File: src/rtl/csi2_tx_pkg.sv
// Shared types, constants and header-ECC helpers for the CSI-2 TX packet path.
// The ECC masks select which of the 24 header bits feed each of the six parity bits.
package csi2_tx_pkg;

  typedef enum logic [2:0] {
    ST_IDLE   = 3'd0,
    ST_HS_REQ = 3'd1,
    ST_PAYLD  = 3'd2,
    ST_CRC    = 3'd3,
    ST_EXIT   = 3'd4
  } tx_state_e;

  localparam logic [5:0]  SHORT_DT_MAX = 6'h0F;
  localparam logic [15:0] CRC_INIT     = 16'hFFFF;
  localparam logic [15:0] CRC_POLY     = 16'h8408;

  // Index i holds the header-bit mask for parity bit P<i>.
  localparam logic [5:0][23:0] ECC_MASKS = {
    24'hEFFC00,
    24'hDF03F0,
    24'hB8E38E,
    24'h749A6D,
    24'hF2555B,
    24'hF12CB7
  };

  function automatic logic [5:0] csi2_ecc(input logic [23:0] hdr);
    logic [5:0] p;
    p = 6'h00;
    for (int i = 0; i < 6; i++) begin
      p[i] = ^(hdr & ECC_MASKS[i]);
    end
    return p;
  endfunction

  function automatic logic [31:0] csi2_header(input logic [1:0]  vc,
                                              input logic [5:0]  dt,
                                              input logic [15:0] wc);
    logic [23:0] hdr;
    hdr = {wc, vc, dt};
    return {2'b00, csi2_ecc(hdr), hdr};
  endfunction

endpackage

File: src/rtl/csi2_tx_crc16_32b.sv
// Combinational CRC-16 (reflected x^16+x^12+x^5+1) advance over one 32-bit beat.
// Bits are consumed LSB-first starting from byte0, so bit index order equals wire order.
module csi2_tx_crc16_32b
  import csi2_tx_pkg::*;
(
  input  logic [15:0] crc_i,
  input  logic [31:0] data_i,
  output logic [15:0] crc_o
);

  logic [15:0] crc_acc;

  // Serial LFSR unrolled across all 32 data bits of the beat.
  always_comb begin
    crc_acc = crc_i;
    for (int i = 0; i < 32; i++) begin
      if (crc_acc[0] ^ data_i[i]) begin
        crc_acc = (crc_acc >> 1) ^ CRC_POLY;
      end else begin
        crc_acc = crc_acc >> 1;
      end
    end
    crc_o = crc_acc;
  end

endmodule

File: src/rtl/csi2_tx_pkt_formatter.sv
// CSI-2 TX packet formatter: header with ECC, payload beats, CRC-16 footer,
// and the HS clock/data request sequencing toward the D-PHY TX stage.
module csi2_tx_pkt_formatter
  import csi2_tx_pkg::*;
#(
  parameter int unsigned DATA_WIDTH     = 8,
  parameter bit          CLK_CONTINUOUS = 1'b0,
  parameter int unsigned EXIT_GAP       = 4,
  parameter int unsigned CLK_POST       = 8
) (
  input  logic                    core_clk,
  input  logic                    reset,
  input  logic                    req_valid_i,
  output logic                    req_ready_o,
  input  logic [1:0]              req_vc_i,
  input  logic [5:0]              req_dt_i,
  input  logic [15:0]             req_wc_i,
  input  logic [4*DATA_WIDTH-1:0] pld_data_i,
  input  logic                    pld_valid_i,
  output logic                    pld_ready_o,
  output logic                    dphy_pkten_o,
  output logic [4*DATA_WIDTH-1:0] dphy_pkt_o,
  output logic                    clk_hs_en_o,
  output logic                    d_hs_en_o,
  input  logic                    d_hs_rdy_i,
  output logic                    busy_o,
  output logic                    underrun_o,
  output logic                    len_err_o
);

  localparam int unsigned BUS_W      = 4 * DATA_WIDTH;
  localparam logic [3:0]  EXIT_GAP_L = 4'(EXIT_GAP);
  localparam logic [7:0]  CLK_POST_L = 8'(CLK_POST);

  tx_state_e          state_q, state_d;
  logic [1:0]         vc_q, vc_d;
  logic [5:0]         dt_q, dt_d;
  logic [15:0]        wc_q, wc_d;
  logic [13:0]        beat_cnt_q, beat_cnt_d;
  logic [3:0]         gap_q, gap_d;
  logic [7:0]         post_q, post_d;
  logic [15:0]        crc_q, crc_d;
  logic [BUS_W-1:0]   pkt_q, pkt_d;
  logic               pkten_q, pkten_d;
  logic               clk_hs_en_q, clk_hs_en_d;
  logic               d_hs_en_q, d_hs_en_d;
  logic               busy_q, busy_d;
  logic               underrun_q, underrun_d;
  logic               len_err_q, len_err_d;

  logic               req_ready_s;
  logic               req_short_s;
  logic               pkt_short_s;
  logic [BUS_W-1:0]   beat_s;
  logic [15:0]        crc_next_s;

  assign req_ready_s = (state_q == ST_IDLE) && (gap_q == 4'd0) && !reset;
  assign req_short_s = (req_dt_i <= SHORT_DT_MAX);
  assign pkt_short_s = (dt_q <= SHORT_DT_MAX);
  // A missing payload beat is substituted with zeros so the stream never stalls.
  assign beat_s      = pld_valid_i ? pld_data_i : {BUS_W{1'b0}};

  assign req_ready_o = req_ready_s;
  assign pld_ready_o = (state_q == ST_PAYLD);

  csi2_tx_crc16_32b u_crc (
    .crc_i  (crc_q),
    .data_i (beat_s),
    .crc_o  (crc_next_s)
  );

  // Next-state and next-output computation for the packet sequencer.
  always_comb begin
    state_d     = state_q;
    vc_d        = vc_q;
    dt_d        = dt_q;
    wc_d        = wc_q;
    beat_cnt_d  = beat_cnt_q;
    gap_d       = gap_q;
    post_d      = post_q;
    crc_d       = crc_q;
    pkt_d       = {BUS_W{1'b0}};
    pkten_d     = 1'b0;
    clk_hs_en_d = clk_hs_en_q;
    d_hs_en_d   = d_hs_en_q;
    underrun_d  = underrun_q;
    len_err_d   = 1'b0;

    // The post counter runs in IDLE; expiry releases the HS clock.
    if (post_q != 8'd0) begin
      post_d = post_q - 8'd1;
      if (post_q == 8'd1) begin
        clk_hs_en_d = 1'b0;
      end else begin
        clk_hs_en_d = clk_hs_en_q;
      end
    end else begin
      post_d = 8'd0;
    end

    case (state_q)
      ST_IDLE: begin
        if (gap_q != 4'd0) begin
          gap_d = gap_q - 4'd1;
        end else begin
          gap_d = 4'd0;
        end
        if (req_valid_i && req_ready_s) begin
          if (!req_short_s && (req_wc_i[1:0] != 2'b00)) begin
            len_err_d = 1'b1;
          end else begin
            vc_d        = req_vc_i;
            dt_d        = req_dt_i;
            wc_d        = req_wc_i;
            crc_d       = CRC_INIT;
            d_hs_en_d   = 1'b1;
            clk_hs_en_d = 1'b1;
            post_d      = 8'd0;
            state_d     = ST_HS_REQ;
          end
        end else begin
          state_d = ST_IDLE;
        end
      end
      ST_HS_REQ: begin
        if (d_hs_rdy_i) begin
          pkt_d   = BUS_W'(csi2_header(vc_q, dt_q, wc_q));
          pkten_d = 1'b1;
          if (pkt_short_s) begin
            state_d = ST_EXIT;
          end else if (wc_q == 16'd0) begin
            state_d = ST_CRC;
          end else begin
            beat_cnt_d = wc_q[15:2];
            state_d    = ST_PAYLD;
          end
        end else begin
          state_d = ST_HS_REQ;
        end
      end
      ST_PAYLD: begin
        pkt_d      = beat_s;
        pkten_d    = 1'b1;
        crc_d      = crc_next_s;
        beat_cnt_d = beat_cnt_q - 14'd1;
        if (!pld_valid_i) begin
          underrun_d = 1'b1;
        end else begin
          underrun_d = underrun_q;
        end
        if (beat_cnt_q == 14'd1) begin
          state_d = ST_CRC;
        end else begin
          state_d = ST_PAYLD;
        end
      end
      ST_CRC: begin
        pkt_d   = BUS_W'({16'h0000, crc_q[15:8], crc_q[7:0]});
        pkten_d = 1'b1;
        state_d = ST_EXIT;
      end
      ST_EXIT: begin
        d_hs_en_d = 1'b0;
        gap_d     = EXIT_GAP_L;
        if (CLK_CONTINUOUS) begin
          post_d = 8'd0;
        end else begin
          post_d = CLK_POST_L;
        end
        state_d = ST_IDLE;
      end
      default: begin
        state_d = ST_IDLE;
      end
    endcase

    busy_d = (state_d != ST_IDLE);
  end

  // State and registered-output update with synchronous reset.
  always_ff @(posedge core_clk) begin
    if (reset) begin
      state_q     <= ST_IDLE;
      vc_q        <= 2'd0;
      dt_q        <= 6'd0;
      wc_q        <= 16'd0;
      beat_cnt_q  <= 14'd0;
      gap_q       <= 4'd0;
      post_q      <= 8'd0;
      crc_q       <= CRC_INIT;
      pkt_q       <= {BUS_W{1'b0}};
      pkten_q     <= 1'b0;
      clk_hs_en_q <= 1'b0;
      d_hs_en_q   <= 1'b0;
      busy_q      <= 1'b0;
      underrun_q  <= 1'b0;
      len_err_q   <= 1'b0;
    end else begin
      state_q     <= state_d;
      vc_q        <= vc_d;
      dt_q        <= dt_d;
      wc_q        <= wc_d;
      beat_cnt_q  <= beat_cnt_d;
      gap_q       <= gap_d;
      post_q      <= post_d;
      crc_q       <= crc_d;
      pkt_q       <= pkt_d;
      pkten_q     <= pkten_d;
      clk_hs_en_q <= clk_hs_en_d;
      d_hs_en_q   <= d_hs_en_d;
      busy_q      <= busy_d;
      underrun_q  <= underrun_d;
      len_err_q   <= len_err_d;
    end
  end

  assign dphy_pkten_o = pkten_q;
  assign dphy_pkt_o   = pkt_q;
  assign clk_hs_en_o  = clk_hs_en_q;
  assign d_hs_en_o    = d_hs_en_q;
  assign busy_o       = busy_q;
  assign underrun_o   = underrun_q;
  assign len_err_o    = len_err_q;

endmodule

File: config.mk
export PLATFORM = sky130hd
export DESIGN_NAME = csi2_tx_pkt_formatter
export DESIGN_NICKNAME = d
export VERILOG_FILES = /design/src/rtl/csi2_tx_pkg.sv /design/src/rtl/csi2_tx_crc16_32b.sv /design/src/rtl/csi2_tx_pkt_formatter.sv
export SDC_FILE = /design/constraint.sdc
export NUM_CORES = 1
export LEC_CHECK = 0
export BUFFER_PORTS_ARGS = -buffer_cell sky130_fd_sc_hd__buf_2
export CAP_MARGIN = 20
export CORE_MARGIN = 5
export CORE_UTILIZATION = 57
export DETAILED_ROUTE_END_ITERATION = 10
export GPL_TIMING_DRIVEN = 0
export HOLD_SLACK_MARGIN = 0.15
export PLACE_DENSITY = 0.87
export SLEW_MARGIN = 40
export SYNTH_ARGS = -nofsm -noshare
export SYNTH_HDL_FRONTEND = slang
export SYNTH_SLANG_ARGS = --single-unit
File: constraint.sdc
create_clock -name core_clk -period 3.2 [get_ports core_clk]
set_clock_uncertainty 0.2 [all_clocks]
set_input_delay 0.32 -clock core_clk [delete_from_list [all_inputs] [get_ports core_clk]]
set_output_delay 0.32 -clock core_clk [all_outputs]
set_load 0.01 [all_outputs]
==> results of run 1 <==
## per-layer routing
metal  vias up  share of wire (%)  global-route usage [%]
met1      2624                 39                    36.8
met2       395                 45                    47.5
li1       2661                  -                       -
met4         0                4.7                    11.9
met5         -                  0                       0
met3        80                 11                    5.94
## flip-flops by register name, indices dropped and copies added (netlist names)
register / count
underrun_o: 1
state_q: 3
d_hs_en_o: 1
clk_hs_en_o: 1
dphy_pkten_o: 1
dphy_pkt_o: 32
gap_q: 4
wc_q: 16
post_q: 8
len_err_o: 1
beat_cnt_q: 14
dt_q: 6
vc_q: 2
crc_q: 16
busy_o: 1
## worst max-delay path, cell delays in order
cell and delay (ns):
dlygate4sd3_1 0.56, buf_2 0.15, xor3_1 0.37, nand2_1 0.08, xnor3_1 0.40, xnor3_2 0.47
xnor2_1 0.30, xnor2_1 0.17, xnor2_1 0.15, a21oi_1 0.09
## cells by family (layout without fill, tap and decap cells)
| kind of cell | count (synthesis) | after routing | share of synthesized area (%) |
|---|---|---|---|
| AND/OR/NAND/NOR | 236 | 236 | 16.7 |
| adder cells (fa/ha/maj) | 15 | 15 | 3.07 |
| flip-flops | 107 | 107 | 35.1 |
| XOR/XNOR | 158 | 158 | 28.3 |
| buffers and inverters | 65 | 229 | 4.28 |
| AO/OA/AOI/OAI | 120 | 120 | 12.5 |
## metrics by stage
step                      cells  utilization [%]  total power [mW]  hold WS, ns
after floorplan             701                -              2.80        0.238
after global routing       1001             72.0              4.25        0.189
after detailed placement    935             65.3              3.14        0.245
after global placement      935             65.3              3.10        0.246
final                      1001             72.0              4.05        0.207
after CTS                  1001             72.0              4.00        0.177
## final cells by class
type | instances | area (um^2) | share of cell area [%]
inverters | 27 | 104 | 1.39
multi-input cells | 529 | 3700 | 49.6
clock inverters | 7 | 77.6 | 1.04
flip-flops and latches | 107 | 2140 | 28.7
clock buffers | 9 | 124 | 1.66
repair buffers | 148 | 991 | 13.3
plain buffers | 38 | 158 | 2.11
well taps | 136 | 170 | 2.28
## placed cells by master (no fill, tap or decap), types with 7 or more instances in the layout
| master | netlist | layout |
|---|---|---|
| dfxtp_1 | 107 | 107 |
| buf_2 | 3 | 101 |
| xnor2_1 | 95 | 95 |
| nor2_1 | 93 | 93 |
| nand2_1 | 85 | 85 |
| a21oi_1 | 65 | 65 |
| dlygate4sd3_1 | 0 | 50 |
| xor2_1 | 33 | 33 |
| clkbuf_1 | 31 | 31 |
| inv_1 | 26 | 26 |
| nor3_1 | 18 | 18 |
| ha_1 | 15 | 15 |
| a22oi_1 | 14 | 14 |
| a222oi_1 | 14 | 14 |
| xnor3_1 | 11 | 11 |
| clkbuf_8 | 0 | 9 |
| o21ai_0 | 8 | 8 |
| xnor2_2 | 8 | 8 |
| nand3_1 | 7 | 7 |
## power by group through the flow
stage | Clock [mW] | Combinational [mW] | Sequential [mW]
5_1_grt | 0.897 | 1.80 | 1.55
6_report | 0.839 | 1.67 | 1.54
2_1_floorplan | 0 | 1.26 | 1.54
3_3_place_gp | 0 | 1.53 | 1.56
3_5_place_dp | 0 | 1.57 | 1.57
4_1_cts | 0.836 | 1.63 | 1.54
## path summary, 6_finish.rpt
| kind | from | end | slack (ns) | cells past startpoint |
|---|---|---|---|---|
| hold reg to reg | d_hs_en_o$_SDFFE_PP0P_ | d_hs_en_o$_SDFFE_PP0P_ | 0.26 | 2 |
| hold / removal | pld_data_i[5] | dphy_pkt_o[5]$_SDFF_PP0_ | 0.21 | 3 |
| setup / recovery | pld_data_i[19] | crc_q[9]$_SDFFE_PP1P_ | 0.17 | 10 |
| setup reg to reg | crc_q[6]$_SDFFE_PP1P_ | crc_q[5]$_SDFFE_PP1P_ | 0.23 | 8 |
## timing repair
item / 4_1_cts / 5_1_grt
hold endpoints to repair: 50 / 0
endpoints found under the setup margin: 0 / 0
hold buffers: 50 / 0
==> results.yml, run 1 <==
placement:
  io_buffers: 98
  gp_congestion: 0.952
  hpwl_um: 13600
  dp_slack_ns: 0.126
  place_area_um2: 6770
global_routing:
  grt_max_degree: 22
  grt-ovfl-total: 0
  grt_util_all_layers_pct: 28.8
  grt_pass1_wl_um: 28900
  antenna_found_initial: 0
  grt_pass1_vias: 5469
cells_and_area:
  drive_above_1_share_pct: 16.1
  fin_nets: 936
  nFillCells: 729
  antennaDiodeCount: 0
  area_growth_pct: 22.3
  fin_area_um2: 7470
floorplan:
  placementRows: 37
  die_w_um: 114
  initial_core_util_pct: 58.9
  core_um2: 10400
  dieArea_um2: 12900
  io_pins: 101
  die_y_um: 114
synth:
  synth_edf_count: 0
  ys_ff_latch: 107
  synth_async_sr_flop_share_pct: 0
  yosysUniqueCellTypes: 50
  syn_area_per_cell_um2: 8.71
  yosys_warnings: 0
  yosys.area.top_type: "dfxtp_1"
  synth_area_um2: 6110
  synth.top_cell.area_share_pct: 35.1
  synthesis.nets: 777
  yosysSeqAreaShare_pct: 35.1
  synthFlopType: "dfxtp_1"
  synth_cells: 701
  synth_most_common_cell: "dfxtp_1"
  ys_top_cells_by_count: "dfxtp_1, xnor2_1, nor2_1"
  synth_area_leaders: "dfxtp_1, xnor2_1, nor2_1"
sta:
  finalSetupTns_ns: 0
  slew_headroom_pct: 48.5
  worst_slew_pin_slew_ns: 0.767
  fmax_mhz: 330
  fin_crit_ns: 3.03
  setup-violations-final: 0
  setup_ws_ns: 0.169
  drv_slew: 0
  rsz0062_at_grt: "false"
  period_share_pct: 94.7
  hold_viol_final: 0
clock_tree:
  cts_resized: 0
  cts_sinks: 107
  clkSlewWorstSetupHoldPaths_ns: 0.11
  cts_tree: "built"
  htree_levels: 3
  clock_path_buffers: 2
  numCtsBuffers: 9
  worstSkewPairLatency_ns: 0.40
  cts_setup_buffers: 0
  root_buffer: "clkbuf_8"
setup_path:
  cp.required_ns: 3.24
  end_kind: "flop"
  cp.arrival_ns: 3.07
  start_kind: "primary input"
  criticalPathCategory: "in2reg"
  cp_max_fo: 2
pwr:
  switching_power_mw: 1.51
  pwr-share-clk_pct: 20.7
  p_sw_share_pct: 37.2
  power_density_nw_per_um2: 542
  internal-power_mw: 2.54
  p_comb_share_pct: 41.2
  vdd_drop_max_mv: 0.451
  p_leak_nw: 3.01
  p_seq_share_pct: 38.1
run_status:
  status: "complete, no violations"
detailed_routing:
  first_pass_iters: 8
  drtIter0Drc: 771
  vias: 5760
  antenna_left: 0
  wl_per_cell_um: 18.7
  wl_um: 18700
  route.detailed.drc: 0
  avgViaCountPerCell: 5.75
min_path:
  hold_class: "in2reg"
run:
  maxCapViolations: 0
No activity file was read; power rests on OpenSTA's default activity.
==> run 2, diff against run 1 <==
MAX_ROUTING_LAYER = met4   (was default)
==> run 2 against run 1 <==
  * Global-route usage up 0.75 points
  * Worst setup slack worse by 0.060 ns
  * Power down 0.70%
  * Largest cell class unchanged
  * Highest routed layer unchanged
==> results.yml, run 2 (synthesized netlist as in run 1, its figures left out) <==
placement:
  gp_congestion: 0.998
  io_buffers: 98
  dp_slack_ns: 0.154
  place_area_um2: 6770
  hpwl_um: 13700
sta:
  hold_slack_ns: 0.178
  fmax_mhz: 324
  hold_viol_final: 0
  slew_headroom_pct: 49.5
  setup-violations-final: 0
  setup_ws_ns: 0.109
  period_share_pct: 96.6
  rsz0062_at_grt: "false"
  worst_slew_pin_slew_ns: 0.752
  finalSetupTns_ns: 0
  drv_slew: 0
  fin_crit_ns: 3.09
run_status:
  status: "complete, no violations"
setup_path:
  rr_worst_depth: 8
  reg2reg_from: "crc_q[6]$_SDFFE_PP1P_"
  critPathSlowestCell: "xor3_1"
  reg2reg_to: "crc_q[5]$_SDFFE_PP1P_"
  cp.arrival_ns: 3.16
  cp.required_ns: 3.27
  path_buf_inv: 2
  crit_chain: "dlygate4sd3_1 -> buf_2 -> xor3_1 -> nand2_1 -> xnor2_1 -> xnor2_2 -> xor3_1 -> xnor2_1 -> a21oi_1 -> or2_1"
  r2r_slack_ns: 0.13
  criticalPathCategory: "in2reg"
  cp_top_family: "XOR/XNOR gates"
  cp_max_fo: 2
  start_kind: "primary input"
  slowest_delay_ns: 0.55
  end_kind: "flop"
min_path:
  hold_depth: 3
  min_from: "pld_data_i[10]"
  hold_class: "in2reg"
  worstHoldEndpoint: "dphy_pkt_o[10]$_SDFF_PP0_"
floorplan:
  core_um2: 10400
  initial_core_util_pct: 58.9
  io_pins: 101
  dieArea_um2: 12900
  placementRows: 37
  die_w_um: 114
  die_y_um: 114
global_routing:
  grt_pass1_vias: 5526
  grt.met2_usage_pct: 48.6
  grt_max_degree: 21
  grt_util_met3_pct: 4.51
  antenna_found_initial: 0
  grt_pass1_wl_um: 28700
  busiest_layer: "met2"
  grt_util_all_layers_pct: 29.6
  grt-ovfl-total: 0
  gr-usage-met1_pct: 36.4
pwr:
  p_leak_nw: 3.01
  report.power.total_mw: 4.02
  vdd_drop_max_mv: 0.551
  power_density_nw_per_um2: 539
clock_tree:
  clkSlewWorstSetupHoldPaths_ns: 0.10
  clock_path_buffers: 2
  cts_setup_buffers: 0
  cts_tree: "built"
  numCtsBuffers: 9
  worstSkewPairLatency_ns: 0.38
  root_buffer: "clkbuf_8"
  cts_sinks: 107
  htree_levels: 3
cells_and_area:
  fin_nets: 935
  largest_register_ffs: 32
  final_common_cell: "dfxtp_1"
  area_growth_pct: 22.2
  antennaDiodeCount: 0
  fin_area_um2: 7460
  layout_common_cells: "dfxtp_1, buf_2, xnor2_1, nor2_1, nand2_1"
  drive_above_1_share_pct: 16.2
detailed_routing:
  wl_per_cell_um: 18.5
  antenna_left: 0
  wl_um: 18500
  drtIter0Drc: 613
  route.detailed.drc: 0
  first_pass_iters: 6
  avgViaCountPerCell: 5.65
  vias: 5648
run:
  maxCapViolations: 0
==> run 2: changes by cell type in the layout (fill, tap and decap cells not counted), sizes merged <==
cell,previous run,this run
dlygate4sd3,50,49
inv,30,29
clkinvlp,3,2
clkinv,1,3
==> run 2: stage by stage <==
| step | cells | utilization [%] |
|---|---|---|
| floorplan | 701 | - |
| global placement | 935 | 65.3 |
| detailed placement | 935 | 65.3 |
| CTS | 1000 | 71.9 |
| global route | 1000 | 72.0 |
| finish | 1000 | 72.0 |
==> run 2: worst max-delay path by stage <==
stage | to | from | cells after the start
3_5_place_dp | crc_q[12]$_SDFFE_PP1P_ | pld_valid_i | 10
6_report | crc_q[12]$_SDFFE_PP1P_ | pld_data_i[24] | 10
3_3_place_gp | crc_q[9]$_SDFFE_PP1P_ | pld_valid_i | 9
2_1_floorplan | crc_q[9]$_SDFFE_PP1P_ | pld_data_i[3] | 9
5_1_grt | crc_q[12]$_SDFFE_PP1P_ | pld_data_i[2] | 10
4_1_cts | crc_q[12]$_SDFFE_PP1P_ | pld_data_i[24] | 10
==> run 2: power by group <==
part           switching (mW)  internal [mW]
clock network           0.526          0.303
logic                   0.853          0.800
registers               0.108           1.43
==> run 2: metal layers <==
metal / wire (um) / share of wire, %
met2: 8550 / 46
met1: 7440 / 40
met4: 767 / 4.1
met3: 1790 / 9.7
met5: 0 / 0
==> run 2: area by class of cell <==
type                       count  area (um^2)
buffer                        38          158
clock buffer                   9          124
clock inverter                 7         72.6
fill                         762         2910
inverter                      27          104
multi-input combinational    529         3710
sequential                   107         2140
tap                          136          170
timing repair buffer         147          981
==> run 2: what timing repair did <==
action / 4_1_cts / 5_1_grt
hold endpoints to repair: 49 / 0
resized for setup: 0 / 1
hold buffers: 49 / 0
setup endpoints to repair: 0 / 2
==> run 2: worst register-to-register path: stages (launching register included) <==
cell,delay (ns)
dfxtp_1,0.33
clkbuf_1,0.41
xor2_1,0.19
xnor2_2,0.39
xnor3_1,0.48
xnor2_1,0.38
xnor2_1,0.16
xnor2_1,0.15
o32a_1,0.30
